==> src/rtl/issue_age_select_if.sv <==
// issue_age_select_if: alloc/select bus between an issue queue and its age-ordered select scheduler
interface issue_age_select_if #(
   parameter int QUEUE_LEN = 8,
   parameter int WRITE_NUM = 2,
   parameter int READ_NUM  = 1
) ();
   localparam int IDXW = $clog2(QUEUE_LEN);
   logic                      flush;
   logic [WRITE_NUM-1:0]      alloc_req;
   logic [WRITE_NUM*IDXW-1:0] alloc_idx;
   logic [QUEUE_LEN-1:0]      ready;
   logic [READ_NUM-1:0]       grant_valid;
   logic [READ_NUM*IDXW-1:0]  grant_idx;
   logic [QUEUE_LEN-1:0]      grant_onehot;
   logic [QUEUE_LEN-1:0]      occupied;
   logic [IDXW:0]             count;
   logic                      full;
   modport master (output flush, alloc_req, ready,
                   input  alloc_idx, grant_valid, grant_idx, grant_onehot, occupied, count, full);
   modport slave  (input  flush, alloc_req, ready,
                   output alloc_idx, grant_valid, grant_idx, grant_onehot, occupied, count, full);
endinterface

==> src/rtl/issue_age_select.sv <==
// issue_age_select: age-matrix select scheduler for one issue queue; ISSUE_SELECT_HOLD_EN adds a hold port that suppresses grants
module issue_age_select #(
   parameter int QUEUE_LEN = 8,
   parameter int WRITE_NUM = 2,
   parameter int READ_NUM  = 1
) (
   input logic clk,
   input logic resetn,
`ifdef ISSUE_SELECT_HOLD_EN
   input logic hold,
`endif
   issue_age_select_if.slave bus
);
   localparam int IDXW = $clog2(QUEUE_LEN);
   logic [QUEUE_LEN-1:0]                 valid, nxt_valid, cand, rem, freed, avail, alloc_set, stay;
   logic [QUEUE_LEN-1:0][QUEUE_LEN-1:0]  older, nxt_older;
   logic [QUEUE_LEN-1:0]                 win [READ_NUM];
   logic [WRITE_NUM-1:0][IDXW-1:0]       slot;
   logic [WRITE_NUM-1:0]                 slot_ok, alloc_en;
   logic [IDXW:0]                        cnt;
   logic                                 full_w, sup;

   function automatic logic [QUEUE_LEN-1:0] oldest(input logic [QUEUE_LEN-1:0] c,
                                                   input logic [QUEUE_LEN-1:0][QUEUE_LEN-1:0] o);
      oldest = '0;
      for (int i = 0; i < QUEUE_LEN; i++) begin
         oldest[i] = c[i];
         for (int j = 0; j < QUEUE_LEN; j++) if (c[j] && o[j][i]) oldest[i] = 1'b0;
      end
   endfunction

`ifdef ISSUE_SELECT_HOLD_EN
   assign sup = bus.flush | hold;
`else
   assign sup = bus.flush;
`endif
   assign cand     = valid & bus.ready & {QUEUE_LEN{~sup}};
   assign full_w   = int'(cnt) > QUEUE_LEN - WRITE_NUM;
   assign alloc_en = bus.alloc_req & slot_ok & {WRITE_NUM{~full_w}};
   assign bus.full         = full_w;
   assign bus.count        = cnt;
   assign bus.occupied     = valid;
   assign bus.grant_onehot = freed;
   assign bus.alloc_idx    = slot;

   // Each port takes the oldest remaining candidate, then hides it from the next port
   always_comb begin
      rem   = cand;
      freed = '0;
      for (int g = 0; g < READ_NUM; g++) begin
         win[g] = oldest(rem, older);
         rem    = rem & ~win[g];
         freed  = freed | win[g];
      end
   end

   // Encode per-port winners; an empty port reports index 0
   always_comb begin
      bus.grant_valid = '0;
      bus.grant_idx   = '0;
      for (int g = 0; g < READ_NUM; g++) begin
         bus.grant_valid[g] = |win[g];
         for (int i = 0; i < QUEUE_LEN; i++) if (win[g][i]) bus.grant_idx[g*IDXW +: IDXW] = IDXW'(i);
      end
   end

   // Offer lowest-index free slots in lane order, from registered occupancy only
   always_comb begin
      avail   = ~valid;
      slot    = '0;
      slot_ok = '0;
      for (int l = 0; l < WRITE_NUM; l++) begin
         for (int i = QUEUE_LEN - 1; i >= 0; i--) if (avail[i]) begin
            slot[l]    = IDXW'(i);
            slot_ok[l] = 1'b1;
         end
         if (slot_ok[l]) avail[slot[l]] = 1'b0;
      end
   end

   // Occupancy count
   always_comb begin
      cnt = '0;
      for (int i = 0; i < QUEUE_LEN; i++) cnt = cnt + (IDXW+1)'(valid[i]);
   end

   // Next age matrix: survivors become older than new slots, lower lanes older than higher lanes
   always_comb begin
      alloc_set = '0;
      for (int l = 0; l < WRITE_NUM; l++) if (alloc_en[l]) alloc_set[slot[l]] = 1'b1;
      stay      = valid & ~freed;
      nxt_valid = stay | alloc_set;
      nxt_older = '0;
      for (int i = 0; i < QUEUE_LEN; i++)
         for (int j = 0; j < QUEUE_LEN; j++)
            nxt_older[i][j] = stay[i] & ((stay[j] & older[i][j]) | alloc_set[j]);
      for (int a = 0; a < WRITE_NUM; a++)
         for (int b = a + 1; b < WRITE_NUM; b++)
            if (alloc_en[a] && alloc_en[b]) nxt_older[slot[a]][slot[b]] = 1'b1;
   end

   // State update; flush wipes everything regardless of same-cycle alloc or grant
   always_ff @(posedge clk or negedge resetn) begin
      if (!resetn) begin
         valid <= '0;
         older <= '0;
      end else if (bus.flush) begin
         valid <= '0;
         older <= '0;
      end else begin
         valid <= nxt_valid;
         older <= nxt_older;
      end
   end

   // Age matrix must stay a strict total order over valid entries
   always @(posedge clk) begin
      if (resetn)
         for (int i = 0; i < QUEUE_LEN; i++)
            for (int j = 0; j < QUEUE_LEN; j++)
               assert (i == j ? !older[i][i] : (!(valid[i] && valid[j]) || (older[i][j] ^ older[j][i])));
   end
endmodule

==> src/flat_wrapper.sv <==
// flat-port wrapper written by rule: the top's interface ports become plain ports
module issue_age_select_flat 
#(
   parameter int QUEUE_LEN = 8,
   parameter int WRITE_NUM = 2,
   parameter int READ_NUM  = 1
)
  (clk, resetn, bus_flush, bus_alloc_req, bus_ready, bus_alloc_idx, bus_grant_valid, bus_grant_idx, bus_grant_onehot, bus_occupied, bus_count, bus_full);
  issue_age_select_if #(.QUEUE_LEN(QUEUE_LEN), .WRITE_NUM(WRITE_NUM), .READ_NUM(READ_NUM)) bus_i ();
  input logic clk;
  input logic resetn;
  input wire logic [$bits(bus_i.flush)-1:0] bus_flush;
  input wire logic [$bits(bus_i.alloc_req)-1:0] bus_alloc_req;
  input wire logic [$bits(bus_i.ready)-1:0] bus_ready;
  output wire logic [$bits(bus_i.alloc_idx)-1:0] bus_alloc_idx;
  output wire logic [$bits(bus_i.grant_valid)-1:0] bus_grant_valid;
  output wire logic [$bits(bus_i.grant_idx)-1:0] bus_grant_idx;
  output wire logic [$bits(bus_i.grant_onehot)-1:0] bus_grant_onehot;
  output wire logic [$bits(bus_i.occupied)-1:0] bus_occupied;
  output wire logic [$bits(bus_i.count)-1:0] bus_count;
  output wire logic [$bits(bus_i.full)-1:0] bus_full;
  assign bus_i.flush = bus_flush;
  assign bus_i.alloc_req = bus_alloc_req;
  assign bus_i.ready = bus_ready;
  assign bus_alloc_idx = bus_i.alloc_idx;
  assign bus_grant_valid = bus_i.grant_valid;
  assign bus_grant_idx = bus_i.grant_idx;
  assign bus_grant_onehot = bus_i.grant_onehot;
  assign bus_occupied = bus_i.occupied;
  assign bus_count = bus_i.count;
  assign bus_full = bus_i.full;
  issue_age_select #(.QUEUE_LEN(QUEUE_LEN), .WRITE_NUM(WRITE_NUM), .READ_NUM(READ_NUM)) u_core (.clk(clk), .resetn(resetn), .bus(bus_i));
endmodule
==> config.mk <==
export PLATFORM = sky130hd
export DESIGN_NAME = issue_age_select_flat
export DESIGN_NICKNAME = d
export VERILOG_FILES = /design/src/rtl/issue_age_select_if.sv /design/src/rtl/issue_age_select.sv /design/src/flat_wrapper.sv
export SDC_FILE = /design/constraint.sdc
export NUM_CORES = 1
export LEC_CHECK = 0
export CAP_MARGIN = 0
export CORE_MARGIN = 3
export CORE_UTILIZATION = 35
export DETAILED_ROUTE_END_ITERATION = 12
export PLACE_DENSITY_LB_ADDON = 0.05
export RECOVER_POWER = 100
export SETUP_SLACK_MARGIN = 0.15
export SLEW_MARGIN = 15
export SYNTH_ARGS = -nofsm -noshare
export SYNTH_HDL_FRONTEND = slang
export SYNTH_SLANG_ARGS = --single-unit
==> constraint.sdc <==
create_clock -name clk -period 8.95 [get_ports clk]
set_input_delay 1.3425 -clock clk [delete_from_list [all_inputs] [get_ports clk]]
set_output_delay 1.3425 -clock clk [all_outputs]
set_load 0.02 [all_outputs]
==> summary.md <==
| Metric | Value |
|---|---|
| Largest net degree at the start of global routing | 73 |
| Routing usage on met2 | 0.367 |
| Routed Antenna Nets | 0 |
| Residual DRC | 0 |
| Setup CP Type | input pin to primary output |
| Worst stage delay on the critical path | 0.99 ns |
| Netlist cell types | 69 |
| F_max | approximately 150 MHz |
| Antenna Cells | 0 |
| CP most frequent cell | dlygate4sd3_1 |
| CP required | 7.61 ns |
| Root Buffer | clkbuf_16 |
| Max Clock Skew | around 0.0063 ns |
| I/O pins | 44 |
| Number of fill cells in the layout | around 1200 |
| Die height | roughly 120 um |
| Initial Utilization | 0.367 |
| Post-Synthesis Cell Area | 0.00430 mm2 |
| Post-detail-place hpwl | 11300 um |
| Met3 Usage GRT | 0.0648 |
| Crit path max-delay family | buffers and inverters |
| CTS resizes | 0 |
| Wire per inst | roughly 24 um |
| Setup Fix Bufs, Post-CTS | 0 |
| Gr usage total | 0.241 |
| Die area | roughly 0.014 mm2 |
| Cells along the critical path | dlygate4sd3_1 > clkbuf_1 > and4b_1 > a2111oi_0 > and3_1 > nor2b_1 > nor2_1 > o31ai_1 > dlygate4sd3_1 |
| Flops & latches, synth | 72 |
| Post-Layout Cell Count | roughly 670 |
| Seq/Total Area, Yosys | 0.419 |
| Cell count after synthesis | 490 |
| Peak supply drop | 103 uV |
| Met1 Use GR | 0.345 |
| Ranking of synthesized cells by area | dfrtp_1, a21oi_1, nand2_1, nor2_1, and4b_1 |
| Top FF cell, synth | dfrtp_1 |
| Total global routing overflow | 0 |
| Worst-path clk slew | 0.06 ns |
| Global-route wire length before repair | 24100 um |
| Clk buf depth | 2 |
| Clock period minus worst slack | 6.61 ns |
| Final-report setup violation count | 0 |
| Num rows | 39 |
| Vias per cell | between 5 and 6 |
| RSZ-0062 raised after global routing | no |
| Syn Nets | 510 |
| Layout overhead on the synthesized area | 18.2% |
| Most Crowded Layer GR | met2 |
| Number of flops mapped to enable cells by yosys | 0 |
| CTS H-Tree Depth | 3 |
| Hold Buf Count CTS | 0 |
| Leak Pwr | roughly 2.1 nW |
| Pins Over Slew Limit | 83 |
| Asr flop ratio synth | 1.00 |
| Worst-Margin Slew | 3.94 ns |
| RePlAce Congestion | just under 0.9 |
| Critical path's slowest cell | dlygate4sd3_1 |
| Clock Latency Late Sink | 0.33 ns |
| Initial DRC Count | between 400 and 500 |
| Final WL | 15800 um |
| Top cell type's share of synthesized area | 0.419 |
| Vias | 3976 |
| Core Area | ~0.012 mm2 |
| Failing checks | max-capacitance violations, max-slew violations |
| Final core occ | 0.434 |
| Clock net sink count | about 70 |
| CP Capture Type | primary output |
| Hold Fails Final Rpt | 0 |
| Outcome | finished, violations left |
| Hold WS | slightly above 0.5 ns |
| YS warnings | 0 |
| Max_slew headroom | -1.63 |
| CP Max Fanout | 20 |
| Max-Cap Viols | 2 |
| Die width | roughly 120 um |
| Worst setup SP type | input pin |
| Mean post-synth cell area | around 8.8 um2 |
| Initial antenna violation count | 0 |
| Drt first pass iters | 5 |
| Setup tns final | 0 ns |
| Hold Path Class | register to register |
| Cell area power density | about 170 mW/mm2 |
| CTS tree | yes |
| Layout cells sized above 1 | 0.0670 |
| CTS Buf Count | 9 |
| Nets | between 500 and 600 |
| Most frequent cell after synthesis | a21oi_1 |
| Vias in the first global route | slightly below 4000 |
| Buf+Inv Stages, Crit Path | 3 |
| Placed insts | between 600 and 700 |
| CP Data Arrival Time | approximately 5.3 ns |
| Area leader, netlist | dfrtp_1 |
| Number of I/O port buffers | 43 |
| Synth cell count leaders | a21oi_1, dfrtp_1, nand2_1 |
| Part of the cycle the worst path needs | 0.738 |
==> sequential cells by signal, indices dropped and copies added, names as in the netlist <==
signal               flops
u_core.bus.occupied      8
u_core.older            64
==> layer usage <==
layer / share of wire / wire, um / vias to the layer above
met5: 0 / 0 / -
met4: 0.012 / 185 / 0
met3: 0.078 / 1240 / 16
met2: 0.45 / 7130 / 167
met1: 0.46 / 7250 / 1973
li1: - / - / 1820
==> stage by stage <==
| stage | instance area [um2] | power (W) | setup slack, ns |
|---|---|---|---|
| after floorplan | 4300 | 0.000425 | 4.24 |
| after global placement | 4790 | 0.000488 | 2.81 |
| after detailed placement | 4790 | 0.000487 | 2.82 |
| after CTS | 5110 | 0.000875 | 2.80 |
| after global routing | 5090 | 0.000896 | 2.24 |
| final | 5090 | 0.000863 | 2.34 |
==> placed cells by master (no fill, tap or decap), types with 6 or more instances in the layout <==
| cell | count |
|---|---|
| a21oi_1 | 73 |
| a22oi_1 | 12 |
| and3b_1 | 6 |
| and4b_1 | 13 |
| clkbuf_16 | 9 |
| clkdlybuf4s50_1 | 12 |
| dfrtp_1 | 72 |
| dlygate4sd3_1 | 30 |
| inv_1 | 29 |
| nand2_1 | 65 |
| nand3_1 | 6 |
| nand4bb_1 | 7 |
| nor2_1 | 38 |
| nor3_1 | 8 |
| o21ai_0 | 18 |
| o22ai_1 | 13 |
==> worst min-delay path: stages (launching register included) <==
cell and delay [ns]:
dfrtp_1 0.35, nor2_1 0.05, nor2_1 0.07
==> final cells by class <==
class | instances | area (um2) | share of cell area
timing repair buffer | 49 | 465 | 0.0915
tap | 143 | 179 | 0.0352
clock inverter | 6 | 92.6 | 0.0182
sequential | 72 | 1800 | 0.354
clock buffer | 10 | 229 | 0.0450
multi-input combinational | 355 | 2210 | 0.434
inverter | 30 | 113 | 0.0221
==> power breakdown <==
part	total [W]	leakage (nW)	switching [W]	internal, W
combinational	0.000137	0.988	0.0000933	0.0000442
sequential	0.000339	1.00	0.00000851	0.000330
clock	0.000387	0.149	0.000141	0.000245
==> cell families after synthesis <==
logic type,after synthesis,share of synthesized area
buffers and inverters,63,0.0637
xor gates and xnor gates,4,0.00814
and+or+nand+nor,182,0.236
adders and majority gates,8,0.0297
DFF,72,0.419
AOI/OAI and AO/OA,161,0.243
==> path summary, 6_finish.rpt <==
kind	slack, ns	cells past startpoint	to	start
min in group asynchronous	2.36	1	u_core.bus.occupied[6]	resetn
setup reg to reg	3.33	13	u_core.older[10]	u_core.bus.occupied[2]
setup / recovery	2.34	9	bus_grant_idx[0]	bus_flush
hold reg to reg	0.51	2	u_core.older[63]	u_core.older[63]
hold / removal	0.51	2	u_core.older[63]	u_core.older[63]
max in group asynchronous	4.33	1	u_core.older[62]	resetn
Note: power is estimated with default switching activity, not from simulation.
==> patch: new RTL, config.mk and constraints unchanged <==
`WRITE_NUM` is set to 2 in 3 places; all go to 4.
--- a/src/rtl/issue_age_select_if.sv
+++ b/src/rtl/issue_age_select_if.sv
@@ -1,7 +1,7 @@
 // issue_age_select_if: alloc/select bus between an issue queue and its age-ordered select scheduler
 interface issue_age_select_if #(
    parameter int QUEUE_LEN = 8,
-   parameter int WRITE_NUM = 2,
+   parameter int WRITE_NUM = 4,
    parameter int READ_NUM  = 1
 ) ();
    localparam int IDXW = $clog2(QUEUE_LEN);
--- a/src/rtl/issue_age_select.sv
+++ b/src/rtl/issue_age_select.sv
@@ -1,7 +1,7 @@
 // issue_age_select: age-matrix select scheduler for one issue queue; ISSUE_SELECT_HOLD_EN adds a hold port that suppresses grants
 module issue_age_select #(
    parameter int QUEUE_LEN = 8,
-   parameter int WRITE_NUM = 2,
+   parameter int WRITE_NUM = 4,
    parameter int READ_NUM  = 1
 ) (
    input logic clk,
--- a/src/flat_wrapper.sv
+++ b/src/flat_wrapper.sv
@@ -2,7 +2,7 @@
 module issue_age_select_flat 
 #(
    parameter int QUEUE_LEN = 8,
-   parameter int WRITE_NUM = 2,
+   parameter int WRITE_NUM = 4,
    parameter int READ_NUM  = 1
 )
   (clk, resetn, bus_flush, bus_alloc_req, bus_ready, bus_alloc_idx, bus_grant_valid, bus_grant_idx, bus_grant_onehot, bus_occupied, bus_count, bus_full);
Ports: changed (resized bus_alloc_idx and bus_alloc_req); port bits go from 44 to 52. The function was not compared with the original's and may differ.
==> patch against the unedited design <==
The flow still finishes with violations (max-capacitance violations, max-slew violations); design area up 18%; die area grew 20%; utilization is 2.2 points lower; register-to-register slack worse by 1800 ps; global-route usage grew 0.68 points; worst setup slack lost 820 ps; routed wire length up 28%; synthesized area increased by 21%; sequential cell count stayed put; critical endpoint is now u_core.older[28].
Power is not compared: it rests on default switching activity, and its combinational part moved more than twofold at a synthesized area within 25%.
==> patch: results (changes against the unedited design) <==
Critical Path AT: 7600 ps (was 5260 ps)
status: finished, violations left (unchanged)
Clock-cell share: 4.37% (was 6.32%)
routed wire length: 20.2 mm (was 15.8 mm)
Iter 0 DRT Violations: 621 (was 441)
ranking of synthesized cells by area: dfrtp_1, a21oi_1, nand2_1 (unchanged)
share of layout cells above drive strength 1: 4.61% (was 6.70%)
post-synthesis sequential area ratio: 34.5% (was 41.9%)
Reg2Reg Setup Slack: 1520 ps (was 3330 ps)
post-place setup slack: 2510 ps (was 2820 ps)
Hold EP: u_core.older[9] (was u_core.older[63])
Cells after DPL: 842 (was 649)
GR Util met2: 38.3% (was 36.7%)
fin cells: 857 (was 665)
Max-cap violations: 6 (was 2)
Cell Area, Placed: 5820 um2 (was 4790 um2)
hpwl dp: 14.8 mm (was 11.3 mm)
Syn Nets: 666 (was 510)
Slowest-stage cell, CP: nor4_1 (was dlygate4sd3_1)
Non-CTS buffers: 60 (was 49)
fin. max-slew vios: 176 (was 83)
worst r2r src: u_core.bus.occupied[1] (was u_core.bus.occupied[2])
worst slew pin tran: 3970 ps (was 3940 ps)
Multi-In Gates: 499 (was 355)
Hold Startpoint: u_core.older[9] (was u_core.older[63])
delay of the slowest cell on the worst path: 1550 ps (was 990 ps)
Final Critical Period: 7430 ps (was 6610 ps)
die width: 128 um (was 117 um)
All-Layer GR Usage: 24.8% (was 24.1%)
number of fill cells in the layout: 1466 (was 1208)
Seq area share: 30.0% (was 35.4%)
met1 Usage GRT: 35.1% (was 34.5%)
NonClk Buf Share: 9.14% (was 9.15%)
first-pass GRT wire length: 31.3 mm (was 24.1 mm)
inverters: 27 (was 30)
Total Nets Final: 691 (was 537)
Worst Setup EP: u_core.older[28] (was bus_grant_idx[0])
library cells used by synthesis: 82 (was 69)
Commonest cells post-synth: a21oi_1, nand2_1, dfrtp_1 (was a21oi_1, dfrtp_1, nand2_1)
WS Path Type: reg -> reg (was in -> out)
multi-input gate share of total cell area: 51.0% (was 43.4%)
IO buf count: 51 (was 43)
GR Util met3: 5.88% (was 6.48%)
worst hold slack: 511 ps (was 507 ps)
violated checks: max-capacitance violations, max-slew violations (unchanged)
crit path max fanout: 34 (was 20)
number of global-route vias before repair: 5265 (was 3925)
[patch: power by group]
group | internal [mW] | switching (mW) | leakage, nW
combinational | 0.329 | 0.699 | 1.32
clock | 0.184 | 0.144 | 0.123
sequential | 0.370 | 0.0557 | 0.994
[patch: critical path, delay by kind of cell (launching register included)]
family          cells  cell delay, ps
compound gates      3             790
fa+ha+maj           5            2340
buf+inv             4            1510
flops               1             320
simple gates        5            2290
[patch: layer usage]
layer  vias up  routed length [um]  share of wire (%)
met5         -                   0                  0
met4         0                 423                2.1
met3        36                1600                7.9
met2       286                9020                 45
met1      2656                9160                 45
li1       2435                   -                  -
[patch: cell families after synthesis]
| logic type | Yosys count | share of synthesized area (%) |
|---|---|---|
| flops | 72 | 34.5 |
| simple gates | 258 | 25.2 |
| xor+xnor | 4 | 0.670 |
| mux | 1 | 0.192 |
| buf+inv | 73 | 6.03 |
| compound gates | 224 | 30.2 |
| fa+ha+maj | 12 | 3.23 |
